$ cat src/rtl/sram_test_controller_pkg.sv
// rtl/sram_test_controller_pkg.sv - shared state encoding and constants for the SRAM march test controller
package sram_test_controller_pkg;

  localparam int PATTERN_COUNT = 7;
  localparam int PIDX_W        = 3;

  typedef enum logic [3:0] {
    ST_IDLE,
    ST_GRST,
    ST_SETTLE,
    ST_WRITE,
    ST_READ,
    ST_RWAIT,
    ST_CHECK,
    ST_NEXT,
    ST_PASS,
    ST_FAIL
  } state_e;

  // A run is in progress in every state except the three resting ones.
  function automatic logic is_busy_state(input state_e s);
    return !(s inside {ST_IDLE, ST_PASS, ST_FAIL});
  endfunction

endpackage

$ cat src/rtl/sram_test_addr_counter.sv
// rtl/sram_test_addr_counter.sv - SRAM address counter with clear, increment and last-address flag
module sram_test_addr_counter #(
  parameter int ADDR_BITS = 20
) (
  input  logic                 clk_i,
  input  logic                 reset_i,
  input  logic                 clr_i,
  input  logic                 inc_i,
  output logic [ADDR_BITS-1:0] addr_o,
  output logic                 is_last_o
);

  logic [ADDR_BITS-1:0] addr_q, addr_d;

  // Clear has priority over increment.
  always_comb begin
    addr_d = addr_q;
    if (clr_i) begin
      addr_d = '0;
    end else if (inc_i) begin
      addr_d = addr_q + ADDR_BITS'(1);
    end
  end

  // Address register.
  always_ff @(posedge clk_i or posedge reset_i) begin
    if (reset_i) begin
      addr_q <= '0;
    end else begin
      addr_q <= addr_d;
    end
  end

  assign addr_o    = addr_q;
  // Last address is all ones; the sequencer never relies on wrap to zero.
  assign is_last_o = &addr_q;

endmodule

$ cat src/rtl/sram_test_controller.sv
// rtl/sram_test_controller.sv - sequences a full SRAM march test over all generator patterns
module sram_test_controller
  import sram_test_controller_pkg::*;
#(
  parameter int ADDR_BITS    = 20,
  parameter int DATA_BITS    = 16,
  parameter int READ_LATENCY = 2
) (
  input  logic                 clk,
  input  logic                 reset,
  input  logic                 start,
  input  logic [DATA_BITS-1:0] gen_pattern,
  input  logic                 gen_done,
  output logic                 gen_next,
  output logic                 gen_reset,
  output logic [ADDR_BITS-1:0] addr,
  output logic [DATA_BITS-1:0] wr_data,
  output logic                 we,
  output logic                 rd_en,
  input  logic [DATA_BITS-1:0] rd_data,
  output logic                 busy,
  output logic                 pass,
  output logic                 fail,
  output logic [ADDR_BITS-1:0] fail_addr,
  output logic [DATA_BITS-1:0] fail_expected,
  output logic [DATA_BITS-1:0] fail_actual,
  output logic [PIDX_W-1:0]    pattern_idx
);

  // RWAIT counts down from READ_LATENCY-2 so it lasts READ_LATENCY-1 cycles.
  localparam int              RW_W    = $clog2(READ_LATENCY + 1);
  localparam logic [RW_W-1:0] RW_INIT = RW_W'(READ_LATENCY - 2);

  state_e                 state_q, state_d;
  logic [RW_W-1:0]        rwait_q, rwait_d;
  logic [PIDX_W-1:0]      pattern_idx_q, pattern_idx_d;
  logic                   addr_clr, addr_inc, is_last;
  logic                   clear_results, latch_fail;
  logic                   gen_next_q, gen_reset_q, we_q, rd_en_q;
  logic                   busy_q, pass_q, fail_q;
  logic [DATA_BITS-1:0]   wr_data_q, fail_expected_q, fail_actual_q;
  logic [ADDR_BITS-1:0]   fail_addr_q;

  sram_test_addr_counter #(.ADDR_BITS(ADDR_BITS)) u_addr_counter (
    .clk_i     (clk),
    .reset_i   (reset),
    .clr_i     (addr_clr),
    .inc_i     (addr_inc),
    .addr_o    (addr),
    .is_last_o (is_last)
  );

  // Next-state and control decode for the march sequence.
  always_comb begin
    state_d       = state_q;
    rwait_d       = rwait_q;
    pattern_idx_d = pattern_idx_q;
    addr_clr      = 1'b0;
    addr_inc      = 1'b0;
    clear_results = 1'b0;
    latch_fail    = 1'b0;
    case (state_q)
      ST_IDLE, ST_PASS, ST_FAIL: begin
        if (start) begin
          state_d       = ST_GRST;
          clear_results = 1'b1;
          pattern_idx_d = '0;
        end
      end
      ST_GRST:   state_d = ST_SETTLE;
      ST_SETTLE: begin
        if (gen_done) begin
          state_d = ST_PASS;
        end else begin
          addr_clr = 1'b1;
          state_d  = ST_WRITE;
        end
      end
      ST_WRITE: begin
        if (is_last) begin
          addr_clr = 1'b1;
          state_d  = ST_READ;
        end else begin
          addr_inc = 1'b1;
        end
      end
      ST_READ: begin
        if (READ_LATENCY == 1) begin
          state_d = ST_CHECK;
        end else begin
          rwait_d = RW_INIT;
          state_d = ST_RWAIT;
        end
      end
      ST_RWAIT: begin
        if (rwait_q == '0) begin
          state_d = ST_CHECK;
        end else begin
          rwait_d = rwait_q - RW_W'(1);
        end
      end
      ST_CHECK: begin
        if (rd_data != gen_pattern) begin
          latch_fail = 1'b1;
          state_d    = ST_FAIL;
        end else if (is_last) begin
          state_d = ST_NEXT;
        end else begin
          addr_inc = 1'b1;
          state_d  = ST_READ;
        end
      end
      ST_NEXT: begin
        if (pattern_idx_q < PIDX_W'(PATTERN_COUNT - 1)) begin
          pattern_idx_d = pattern_idx_q + PIDX_W'(1);
        end
        state_d = ST_SETTLE;
      end
      default: state_d = ST_IDLE;
    endcase
  end

  // State plus registered outputs, decoded from the next state so they align with it.
  always_ff @(posedge clk or posedge reset) begin
    if (reset) begin
      state_q         <= ST_IDLE;
      rwait_q         <= '0;
      pattern_idx_q   <= '0;
      gen_next_q      <= 1'b0;
      gen_reset_q     <= 1'b0;
      we_q            <= 1'b0;
      rd_en_q         <= 1'b0;
      busy_q          <= 1'b0;
      pass_q          <= 1'b0;
      fail_q          <= 1'b0;
      wr_data_q       <= '0;
      fail_addr_q     <= '0;
      fail_expected_q <= '0;
      fail_actual_q   <= '0;
    end else begin
      state_q       <= state_d;
      rwait_q       <= rwait_d;
      pattern_idx_q <= pattern_idx_d;
      gen_reset_q   <= (state_d == ST_GRST);
      gen_next_q    <= (state_d == ST_NEXT);
      we_q          <= (state_d == ST_WRITE);
      rd_en_q       <= (state_d == ST_READ);
      busy_q        <= is_busy_state(state_d);
      pass_q        <= (state_d == ST_PASS);
      fail_q        <= (state_d == ST_FAIL);
      if (state_d == ST_WRITE) begin
        wr_data_q <= gen_pattern;
      end
      if (clear_results) begin
        fail_addr_q     <= '0;
        fail_expected_q <= '0;
        fail_actual_q   <= '0;
      end else if (latch_fail) begin
        fail_addr_q     <= addr;
        fail_expected_q <= gen_pattern;
        fail_actual_q   <= rd_data;
      end
    end
  end

  assign gen_next      = gen_next_q;
  assign gen_reset     = gen_reset_q;
  assign we            = we_q;
  assign rd_en         = rd_en_q;
  assign wr_data       = wr_data_q;
  assign busy          = busy_q;
  assign pass          = pass_q;
  assign fail          = fail_q;
  assign fail_addr     = fail_addr_q;
  assign fail_expected = fail_expected_q;
  assign fail_actual   = fail_actual_q;
  assign pattern_idx   = pattern_idx_q;

endmodule

$ cat config.mk
export PLATFORM = sky130hd
export DESIGN_NAME = sram_test_controller
export DESIGN_NICKNAME = d
export VERILOG_FILES = /design/src/rtl/sram_test_controller_pkg.sv /design/src/rtl/sram_test_addr_counter.sv /design/src/rtl/sram_test_controller.sv
export SDC_FILE = /design/constraint.sdc
export NUM_CORES = 1
export LEC_CHECK = 0
export ABC_AREA = 1
export ABC_CLOCK_PERIOD_IN_PS = 3400
export BUFFER_PORTS_ARGS = -buffer_cell sky130_fd_sc_hd__buf_2
export CORE_MARGIN = 2
export CORE_UTILIZATION = 40
export CTS_BUF_LIST = sky130_fd_sc_hd__clkbuf_8
export CTS_CLUSTER_DIAMETER = 80
export DETAILED_ROUTE_END_ITERATION = 10
export PLACE_DENSITY = 0.72
export REMOVE_ABC_BUFFERS = 1
export SLEW_MARGIN = 15
export SYNTH_ARGS = -nofsm -noshare
export SYNTH_HDL_FRONTEND = slang
export SYNTH_HIERARCHICAL = 1
export SYNTH_SLANG_ARGS = --single-unit
$ cat constraint.sdc
create_clock -name clk -period 3.4 [get_ports clk]
set_input_delay 0.85 -clock clk [delete_from_list [all_inputs] [get_ports clk]]
set_output_delay 0.85 -clock clk [all_outputs]
set_load 0.02 [all_outputs]
==> flow_summary_export.csv, run 1 <==
group,metric,value,unit
place,hpwl,8.58,mm
clock_network,clk_latency,0.39,ns
power_and_ir_drop,p_comb_frac,0.304,
setup_path,cp_cell_sequence,"ha_1 > nand2_1 > nor2_1 > nand2_1 > nor4_1 > inv_1 > nand3_1 > o21ai_0 > nor2_4 > nor2_1 > nand2_1 > nor2_4 > a21oi_1 > nor2_1",
yosys,ys.flop_type,"dfrtp_1",
layout,layout-drive-gt1-share,0.275,
yosys,synth_edf_count,0,
yosys,ys_seq_elements,104,
sta,worst_clock_skew,0.0129,ns
power_and_ir_drop,p_leak,3.33,nW
setup_path,cp_slowest_stage_delay,0.47,ns
place,placed_area,5750,µm²
floorplan,dieArea,13300,µm²
routing,routed_wl,12.0,mm
clock_network,post-cts-setup-buffer-count,0,
layout,antennaDiodeCount,0,
status,status,"finished clean",
power_and_ir_drop,vdd_drop_max,0.216,mV
routing,wire_per_inst,13.4,µm
power_and_ir_drop,total_power,3.21,mW
yosys,yosysTopAreaCellShare,0.525,
layout,instances_no_fill,894,
yosys,synth_area_leaders,"dfrtp_1 52%, nand2_1 13%, nand3_1 6.2%, inv_1 4.6%, o21ai_0 3.9%",
floorplan,io_pins,134,
sta,layout_setup_ws,0.513,ns
clock_network,holdBufCountCts,0,
power_and_ir_drop,swShare,0.386,
yosys,ys_types,35,
yosys,async_reset_ff_frac,1.00,
setup_path,worstPathRequired,3.68,ns
floorplan,initial_core_util,0.411,
setup_path,end_kind,"flip-flop",
global_routing,antenna_found_initial,0,
floorplan,floorplan.rows,40,
yosys,synth_top_area_cell,"dfrtp_1",
yosys,yosysSeqAreaShare,0.525,
power_and_ir_drop,internal-power,1.97,mW
layout,area_growth_syn_to_layout,19.7,%
sta,slew_violations,0,
yosys,synthCells,594,
setup_path,cp_max_fo,9,
layout,nets,760,
global_routing,grt_start_max_net_pins,85,
yosys,synth_area,4960,µm²
routing,firstDrtPassIters,4,
sta,fin_tns_setup,0,ns
routing,drc_errors,0,
setup_path,worstPathArrival,3.17,ns
floorplan,die_w,115,µm
clock_network,cts_inserted_buffers,9,
layout,final_area,5940,µm²
sta,setup_viol,0,
clock_network,clockRootBuffer,"clkbuf_8",
sta,worst_pin_slew,0.805,ns
clock_network,ctsResizeCount,0,
place,place_worst_setup_slack,0.364,ns
place,gp_congestion,0.870,
yosys,yosysWarningCount,6,
routing,via_per_inst,4.79,
global_routing,grt_pass1_vias,3999,
place,port_buffers,133,
power_and_ir_drop,netSwitchingPower,1.24,mW
flow_run,cap_violations,0,
clock_network,htreeDepth,3,
clock_network,cts_tree,"built",
clock_network,cts_buffer_depth,2,
power_and_ir_drop,pwr-share-clk,0.228,
routing,vias,4282,
place,placedCellCount,878,
sta,timing.slew.headroom,0.462,
routing,drt_iter0_drc,393,
setup_path,slowest_stage,"dfrtp_1",
clock_network,clk_pin_slew_worst_paths,0.10,ns
power_and_ir_drop,p_per_area,540,nW/µm²
sta,fmax,346,MHz
min_path,min_path_type,"flip-flop to flip-flop",
sta,timing.hold.ws,0.476,ns
power_and_ir_drop,pwr-share-seq,0.469,
floorplan,die_y,115,µm
sta,post-route-period-util,0.849,
setup_path,critPathLaunchType,"flip-flop",
global_routing,overflow,0,
sta,rsz0062_at_grt,"no",
floorplan,core_area,12100,µm²
layout,layout.core_utilization,0.492,
sta,period_needed,2.89,ns
global_routing,grt_first_pass_wirelength,19.5,mm
yosys,syn_avg_cell_area,8.35,µm²
setup_path,critical_path_class,"flip-flop to flip-flop",
routing,ant_nets,0,
clock_network,cts_sinks,104,
sta,finalHoldViolCount,0,
global_routing,grtUsageTotal,0.188,
cell type report:
type | count | area (µm²)
clock buffer | 11 | 151
clock inverter | 5 | 32.5
fill | 1186 | 6130
inverter | 71 | 268
multi-input combinational | 397 | 1940
sequential | 104 | 2600
tap | 168 | 210
timing repair buffer | 138 | 728
worst max-delay path, delay by kind of cell (launching register included):
family	cells	cell delay, ns
buffers and inverters	1	0.16
AND/OR/NAND/NOR	10	1.50
AO/OA/AOI/OAI	2	0.39
adder cells (fa/ha/maj)	1	0.25
flip-flops	1	0.47
registers in the layout, summed over array words and instances, names as in the netlist:
name,count
u_addr_counter/addr_o,20
gen_reset,1
state_q,4
gen_next,1
rd_en,1
fail_addr,20
pattern_idx,3
fail_expected,16
busy,1
wr_data,16
we,1
rwait_q,2
fail_actual,16
fail,1
pass,1
Yosys cell counts (6+ instances only):
| master | n |
|---|---|
| o21ai_0 | 39 |
| o21ai_2 | 7 |
| inv_1 | 61 |
| buf_2 | 8 |
| nand2_1 | 166 |
| inv_2 | 10 |
| buf_6 | 6 |
| dfrtp_1 | 104 |
| o21ai_1 | 14 |
| a21oi_1 | 12 |
| nor2_1 | 48 |
| nand4_1 | 7 |
| nand3_1 | 61 |
| nand3_2 | 9 |
cell families (layout without fill, tap and decap cells):
family | after synthesis | count (layout) | share of synthesized area
and+or+nand+nor | 314 | 314 | 0.292
DFF | 104 | 104 | 0.525
buffers and inverters | 93 | 225 | 0.0846
AOI/OAI and AO/OA | 78 | 78 | 0.0878
adders and majority gates | 3 | 3 | 0.00757
xor gates and xnor gates | 2 | 2 | 0.00353
worst paths after layout:
| kind | startpoint | endpoint | slack (ns) | cells after the start |
|---|---|---|---|---|
| worst max-delay path | u_addr_counter/addr_o[0]$_DFFE_PP0P_ | u_addr_counter/addr_o[17]$_DFFE_PP0P_ | 0.51 | 14 |
| worst min-delay path | wr_data[15]$_DFFE_PP0P_ | wr_data[15]$_DFFE_PP0P_ | 0.48 | 2 |
| worst max register to register | u_addr_counter/addr_o[0]$_DFFE_PP0P_ | u_addr_counter/addr_o[17]$_DFFE_PP0P_ | 0.51 | 14 |
| worst min register to register | wr_data[15]$_DFFE_PP0P_ | wr_data[15]$_DFFE_PP0P_ | 0.48 | 2 |
| max in group asynchronous | reset | fail_expected[1]$_DFFE_PP0P_ | 2.15 | 3 |
| min in group asynchronous | reset | rwait_q[1]$_DFFE_PP0P_ | 0.57 | 2 |
layer usage:
metal,up-vias,part of all wire,track usage
met4,0,0.014,0.0562
met5,-,0,0
met1,1986,0.46,0.245
met2,140,0.46,0.302
met3,17,0.073,0.0601
li1,2139,-,-
placed cells by master, fill, tap and decap left out, drive strengths merged, types with 2 or more instances in the layout:
cell type | netlist | routed
nor3 | 3 | 3
clkinvlp | 0 | 2
clkinv | 0 | 3
a21oi | 14 | 14
nand2 | 170 | 170
nand4 | 7 | 7
nor2 | 59 | 59
nand3 | 71 | 71
and2 | 2 | 2
clkbuf | 5 | 11
dfrtp | 104 | 104
inv | 71 | 71
ha | 3 | 3
buf | 17 | 138
o21ai | 60 | 60
power groups by stage:
stage	combinational (mW)	clock [mW]	sequential, mW
after CTS	0.991	0.759	1.50
after floorplan	0.473	0	1.68
final	0.974	0.730	1.50
after global routing	1.10	0.812	1.53
after global placement	0.980	0	1.52
after detailed placement	0.990	0	1.53
Note: power is estimated with default switching activity, not from simulation.
==> run 2: changes to the inputs <==
ABC_CLOCK_PERIOD_IN_PS = 2400   (was 3400)
PLACE_DENSITY = 0.74   (was 0.72)
clock period = 2.4 ns   (was 3.4 ns; I/O delays follow)
==> run 2 against run 1 <==
Compared with the run above: clock power rose by 78%; wire length rose by 1.3%; final cell count rose by 4.7%; largest cell class unchanged; worst hold slack got worse by 0.20 ns.
==> flow_summary_export.csv, run 2 (synthesis results as in run 1) <==
group,metric,value,unit
status,status,"finished clean",
sta,setup_viol,0,
power_and_ir_drop,internal-power,3.21,mW
clock_network,clockRootBuffer,"clkbuf_8",
global_routing,grt_pass1_vias,4107,
clock_network,clk_pin_slew_worst_paths,0.10,ns
setup_path,critPathLaunchType,"flip-flop",
routing,drt_iter0_drc,348,
layout,final_common_cell,"nand2_1",
routing,wire_per_inst,12.9,µm
floorplan,dieArea,13300,µm²
place,place_worst_setup_slack,-0.172,ns
layout,final_cell_mix,"162 x nand2_1, 133 x buf_2, 104 x dfrtp_1",
sta,fmax,442,MHz
setup_path,worstPathArrival,2.55,ns
clock_network,holdBufCountCts,0,
clock_network,cts_inserted_buffers,9,
place,gp_congestion,0.853,
floorplan,die_y,115,µm
routing,firstDrtPassIters,4,
setup_path,worstPathRequired,2.69,ns
global_routing,antenna_found_initial,0,
global_routing,grtUsageTotal,0.187,
clock_network,cts_buffer_depth,2,
routing,vias,4436,
clock_network,clk_latency,0.37,ns
sta,post-route-period-util,0.942,
sta,worst_clock_skew,0.00837,ns
floorplan,initial_core_util,0.411,
clock_network,cts_tree,"built",
floorplan,io_pins,134,
power_and_ir_drop,vdd_drop_max,0.325,mV
clock_network,cts_sinks,104,
setup_path,critical_path_class,"flip-flop to flip-flop",
routing,drc_errors,0,
floorplan,die_w,115,µm
layout,area_growth_syn_to_layout,28.9,%
layout,nets,802,
power_and_ir_drop,pwr-share-clk,0.260,
floorplan,core_area,12100,µm²
sta,period_needed,2.26,ns
setup_path,end_kind,"flip-flop",
power_and_ir_drop,p_leak,3.58,nW
setup_path,cp_max_fo,7,
layout,fillers,1118,
sta,finalHoldViolCount,0,
place,port_buffers,133,
global_routing,grt_start_max_net_pins,74,
layout,antennaDiodeCount,0,
sta,slew_violations,0,
power_and_ir_drop,p_comb_frac,0.324,
global_routing,overflow,0,
sta,layout_setup_ws,0.140,ns
place,hpwl,8.77,mm
global_routing,grt_first_pass_wirelength,19.5,mm
sta,timing.hold.ws,0.273,ns
power_and_ir_drop,pwr-share-seq,0.417,
clock_network,htreeDepth,3,
flow_run,cap_violations,0,
routing,routed_wl,12.1,mm
sta,timing.slew.headroom,0.471,
power_and_ir_drop,netSwitchingPower,1.81,mW
routing,ant_nets,0,
place,placedCellCount,915,
floorplan,floorplan.rows,40,
min_path,min_path_type,"input pin to async pin",
sta,worst_pin_slew,0.792,ns
routing,via_per_inst,4.74,
power_and_ir_drop,swShare,0.361,
layout,layout-drive-gt1-share,0.335,
layout,instances_no_fill,936,
sta,rsz0062_at_grt,"yes",
power_and_ir_drop,p_per_area,786,nW/µm²
[run 2: final timing paths]
path,startpoint,endpoint,slack [ns],depth (start not counted)
max in group asynchronous,reset,u_addr_counter/addr_o[0]$_DFFE_PP0P_,1.53,2
hold / removal,reset,fail_addr[16]$_DFFE_PP0P_,0.27,2
setup reg to reg,u_addr_counter/addr_o[1]$_DFFE_PP0P_,u_addr_counter/addr_o[7]$_DFFE_PP0P_,0.14,14
min in group clk,rd_data[15],fail_actual[15]$_DFFE_PP0P_,0.48,3
hold reg to reg,wr_data[8]$_DFFE_PP0P_,wr_data[8]$_DFFE_PP0P_,0.48,2
setup / recovery,u_addr_counter/addr_o[1]$_DFFE_PP0P_,u_addr_counter/addr_o[7]$_DFFE_PP0P_,0.14,14
[run 2: metal layers]
metal  GRT usage  wire (µm)  part of all wire  vias to the layer above
li1            -          -                 -                     2230
met1       0.248       5580              0.46                     2073
met2       0.302       5600              0.46                      120
met3      0.0401        752             0.062                       13
met4      0.0691        175             0.014                        0
met5           0          0                 0                        -
[run 2: final cells by class]
| type | count | area (µm²) | share of cell area |
|---|---|---|---|
| multi-input combinational | 397 | 2000 | 0.313 |
| clock inverter | 7 | 120 | 0.0188 |
| clock buffer | 9 | 124 | 0.0194 |
| sequential | 104 | 2600 | 0.407 |
| tap | 168 | 210 | 0.0329 |
| timing repair buffer | 180 | 1070 | 0.167 |
| inverter | 71 | 268 | 0.0419 |
[run 2: repair_timing]
action / in CTS / in global routing
resized for setup: 2 / 15
buffers inserted: 1 / 4
endpoints found under the setup margin: 10 / 19
pin swaps: 1 / 7
cloned: 0 / 0
[run 2: stage by stage]
step / instance area (µm²) / utilization / TNS [ns] / total power [mW]
5_1_grt: 6390 / 0.530 / -0.120 / 5.33
4_1_cts: 6310 / 0.523 / 0 / 5.00
3_5_place_dp: 6050 / 0.502 / -1.36 / 3.67
6_report: 6390 / 0.530 / 0 / 5.02
2_1_floorplan: 4800 / - / -38.52 / 3.04
3_3_place_gp: 6050 / 0.502 / -1.08 / 3.65
[run 2: power groups by stage]
stage	registers [mW]	clock network, mW	logic, mW
after global placement	2.12	0	1.52
after global routing	2.12	1.41	1.80
after CTS	2.10	1.35	1.56
after detailed placement	2.13	0	1.54
after floorplan	2.37	0	0.669
final	2.09	1.30	1.63
[run 2: worst max-delay path: stages, from the launching register on]
cell	delay (ns)
dfrtp_1	0.37
ha_2	0.18
nand2_1	0.08
nor2_2	0.11
nand2_1	0.09
nor4_2	0.27
buf_4	0.16
inv_2	0.05
nand2_2	0.09
o21ai_4	0.08
nor2_4	0.22
nor2_1	0.13
nand2_1	0.09
inv_1	0.07
a211oi_1	0.19
==> run 3: changes to the inputs <==
BUFFER_PORTS_ARGS = not set   (was -buffer_cell sky130_fd_sc_hd__buf_2)
DONT_BUFFER_PORTS = 1   (was not set)
PLACE_DENSITY = 0.64   (was 0.74)
SETUP_SLACK_MARGIN = 0.02   (was not set)
==> run 3 against run 2 <==
Compared with the run above: flip-flop and latch count unchanged; global-route usage increased by 0.21 points; utilization decreased by 6.2 points; critical path depth increased by 2; clock skew increased by 0.0041 ns; total power decreased by 7.8%; worst hold slack got worse by 0.18 ns.
==> flow_summary_export.csv, run 3 (synthesis results as in run 1) <==
group,metric,value,unit
status,status,"finished clean",
power_and_ir_drop,pwr-share-clk,0.239,
global_routing,overflow,0,
sta,timing.hold.ws,0.0948,ns
setup_path,critPathLaunchType,"flip-flop",
min_path,min_path_type,"input pin to async pin",
floorplan,initial_core_util,0.411,
global_routing,grtUsageTotal,0.189,
global_routing,grt_first_pass_wirelength,19.9,mm
global_routing,grt_pass1_vias,4162,
routing,routed_wl,12.3,mm
clock_network,cts_inserted_buffers,9,
clock_network,cts_sinks,104,
sta,slew_violations,0,
setup_path,rr_endpoint,"u_addr_counter/addr_o[16]$_DFFE_PP0P_",
clock_network,clk_pin_slew_worst_paths,0.10,ns
global_routing,grt_start_max_net_pins,61,
layout,fillers,1196,
setup_path,path_buf_inv,4,
setup_path,reg2regPathDepth,16,
layout,layout.core_utilization,0.468,
power_and_ir_drop,swShare,0.381,
clock_network,cts_buffer_depth,2,
routing,vias,4060,
floorplan,die_w,115,µm
floorplan,floorplan.rows,40,
power_and_ir_drop,vdd_drop_max,0.289,mV
place,port_buffers,0,
sta,fmax,424,MHz
sta,layout_setup_ws,0.0417,ns
setup_path,path_common_cell,"nor2_1",
power_and_ir_drop,p_per_area,821,nW/µm²
power_and_ir_drop,netSwitchingPower,1.76,mW
power_and_ir_drop,pwr-share-seq,0.504,
power_and_ir_drop,total_power,4.63,mW
setup_path,rrSetupSlack,0.04,ns
place,gp_congestion,0.846,
routing,wire_per_inst,15.3,µm
sta,rsz0062_at_grt,"yes",
sta,setup_viol,0,
place,place_worst_setup_slack,0.0546,ns
routing,ant_nets,0,
layout,antennaDiodeCount,0,
clock_network,htreeDepth,3,
layout,layout-drive-gt1-share,0.196,
layout,area_growth_syn_to_layout,13.9,%
global_routing,antenna_found_initial,0,
setup_path,slowest_stage,"dfrtp_1",
sta,finalHoldViolCount,0,
floorplan,io_pins,134,
power_and_ir_drop,p_leak,2.89,nW
setup_path,cp_max_fo,6,
setup_path,r2r_start,"u_addr_counter/addr_o[0]$_DFFE_PP0P_",
setup_path,worstPathRequired,2.68,ns
sta,timing.slew.headroom,0.462,
floorplan,dieArea,13300,µm²
sta,worst_pin_slew,0.806,ns
power_and_ir_drop,internal-power,2.87,mW
routing,via_per_inst,5.07,
layout,final_common_cell,"nand2_1",
routing,drt_iter0_drc,277,
floorplan,die_y,115,µm
clock_network,clk_latency,0.38,ns
floorplan,core_area,12100,µm²
flow_run,cap_violations,0,
setup_path,end_kind,"flip-flop",
layout,instances_no_fill,801,
clock_network,clockRootBuffer,"clkbuf_8",
routing,drc_errors,0,
sta,worst_clock_skew,0.0125,ns
layout,final_cell_mix,"161 x nand2_1, 104 x dfrtp_1, 59 x nand3_1",
setup_path,cp_top_family,"simple AND/OR/NAND/NOR gates",
power_and_ir_drop,p_comb_frac,0.257,
layout,nets,667,
clock_network,holdBufCountCts,0,
place,placedCellCount,777,
setup_path,cp_cell_sequence,"ha_2 > nand2_2 > nor2_2 > nand2_1 > nor4_2 > buf_4 > inv_2 > nand3_2 > o21ai_2 > buf_6 > nor2_4 > inv_2 > nand4_1 > nor2_1 > nor2_1 > nor2_1",
place,hpwl,8.87,mm
sta,period_needed,2.36,ns
routing,firstDrtPassIters,4,
clock_network,cts_tree,"built",
setup_path,critical_path_class,"flip-flop to flip-flop",
setup_path,worstPathArrival,2.64,ns
setup_path,cp_slowest_stage_delay,0.38,ns
sta,post-route-period-util,0.983,
## run 3: cell types whose count changed in the layout (fill, tap and decap cells not counted), moves of 2 or more
cell / before / now
buf_4: 43 / 41
buf_6: 0 / 2
bufinv_16: 3 / 1
buf_12: 4 / 2
clkinv_2: 2 / 5
buf_2: 133 / 0
## run 3: cell type report
class,instances,area [µm²],area share
clock buffer,10,138,0.0244
clock inverter,6,58.8,0.0104
inverter,71,268,0.0474
multi-input combinational,397,2000,0.354
sequential,104,2600,0.461
tap,168,210,0.0372
timing repair buffer,45,370,0.0656
## run 3: timing repair
action | CTS | global route
setup buffers | 0 | 8
endpoints found under the setup margin | 1 | 24
endpoints found under the hold margin | 0 | 0
pin swaps | 1 | 15
gates resized for setup | 1 | 19
## run 3: power by group through the flow
stage          Clock (mW)  Sequential, mW  Combinational, mW
4_1_cts              1.15            2.34               1.10
3_5_place_dp            0            2.37               1.09
5_1_grt              1.23            2.36               1.35
3_3_place_gp            0            2.36               1.06
6_report             1.11            2.34               1.19
2_1_floorplan           0            2.37              0.669
## run 3: per-stage QoR
step	setup TNS, ns	instance area, µm²
after floorplan	-38.52	4800
after global placement	0	5330
after detailed placement	0	5330
after CTS	0	5530
after global routing	-2.10	5650
final	0	5650
## run 3: how the worst max path moves through the flow
| stage | start | endpoint | slack [ns] | cells past startpoint |
|---|---|---|---|---|
| finish | u_addr_counter/addr_o[0]$_DFFE_PP0P_ | u_addr_counter/addr_o[16]$_DFFE_PP0P_ | 0.04 | 16 |
| global route | u_addr_counter/addr_o[0]$_DFFE_PP0P_ | u_addr_counter/addr_o[10]$_DFFE_PP0P_ | -0.12 | 17 |
| CTS | u_addr_counter/addr_o[0]$_DFFE_PP0P_ | u_addr_counter/addr_o[7]$_DFFE_PP0P_ | 0.02 | 15 |
| detailed placement | u_addr_counter/addr_o[0]$_DFFE_PP0P_ | u_addr_counter/addr_o[7]$_DFFE_PP0P_ | 0.05 | 15 |
| global placement | gen_pattern[9] | u_addr_counter/addr_o[10]$_DFFE_PP0P_ | 0.13 | 14 |
| floorplan | reset | busy$_DFF_PP0_ | -0.37 | 1 |
## run 3: per-layer routing
layer	track usage	vias up	part of all wire	routed length [µm]
li1	-	1963	-	-
met1	0.223	1931	0.40	4940
met2	0.322	147	0.48	5870
met3	0.0675	19	0.098	1200
met4	0.0610	0	0.020	246
met5	0	-	0	0
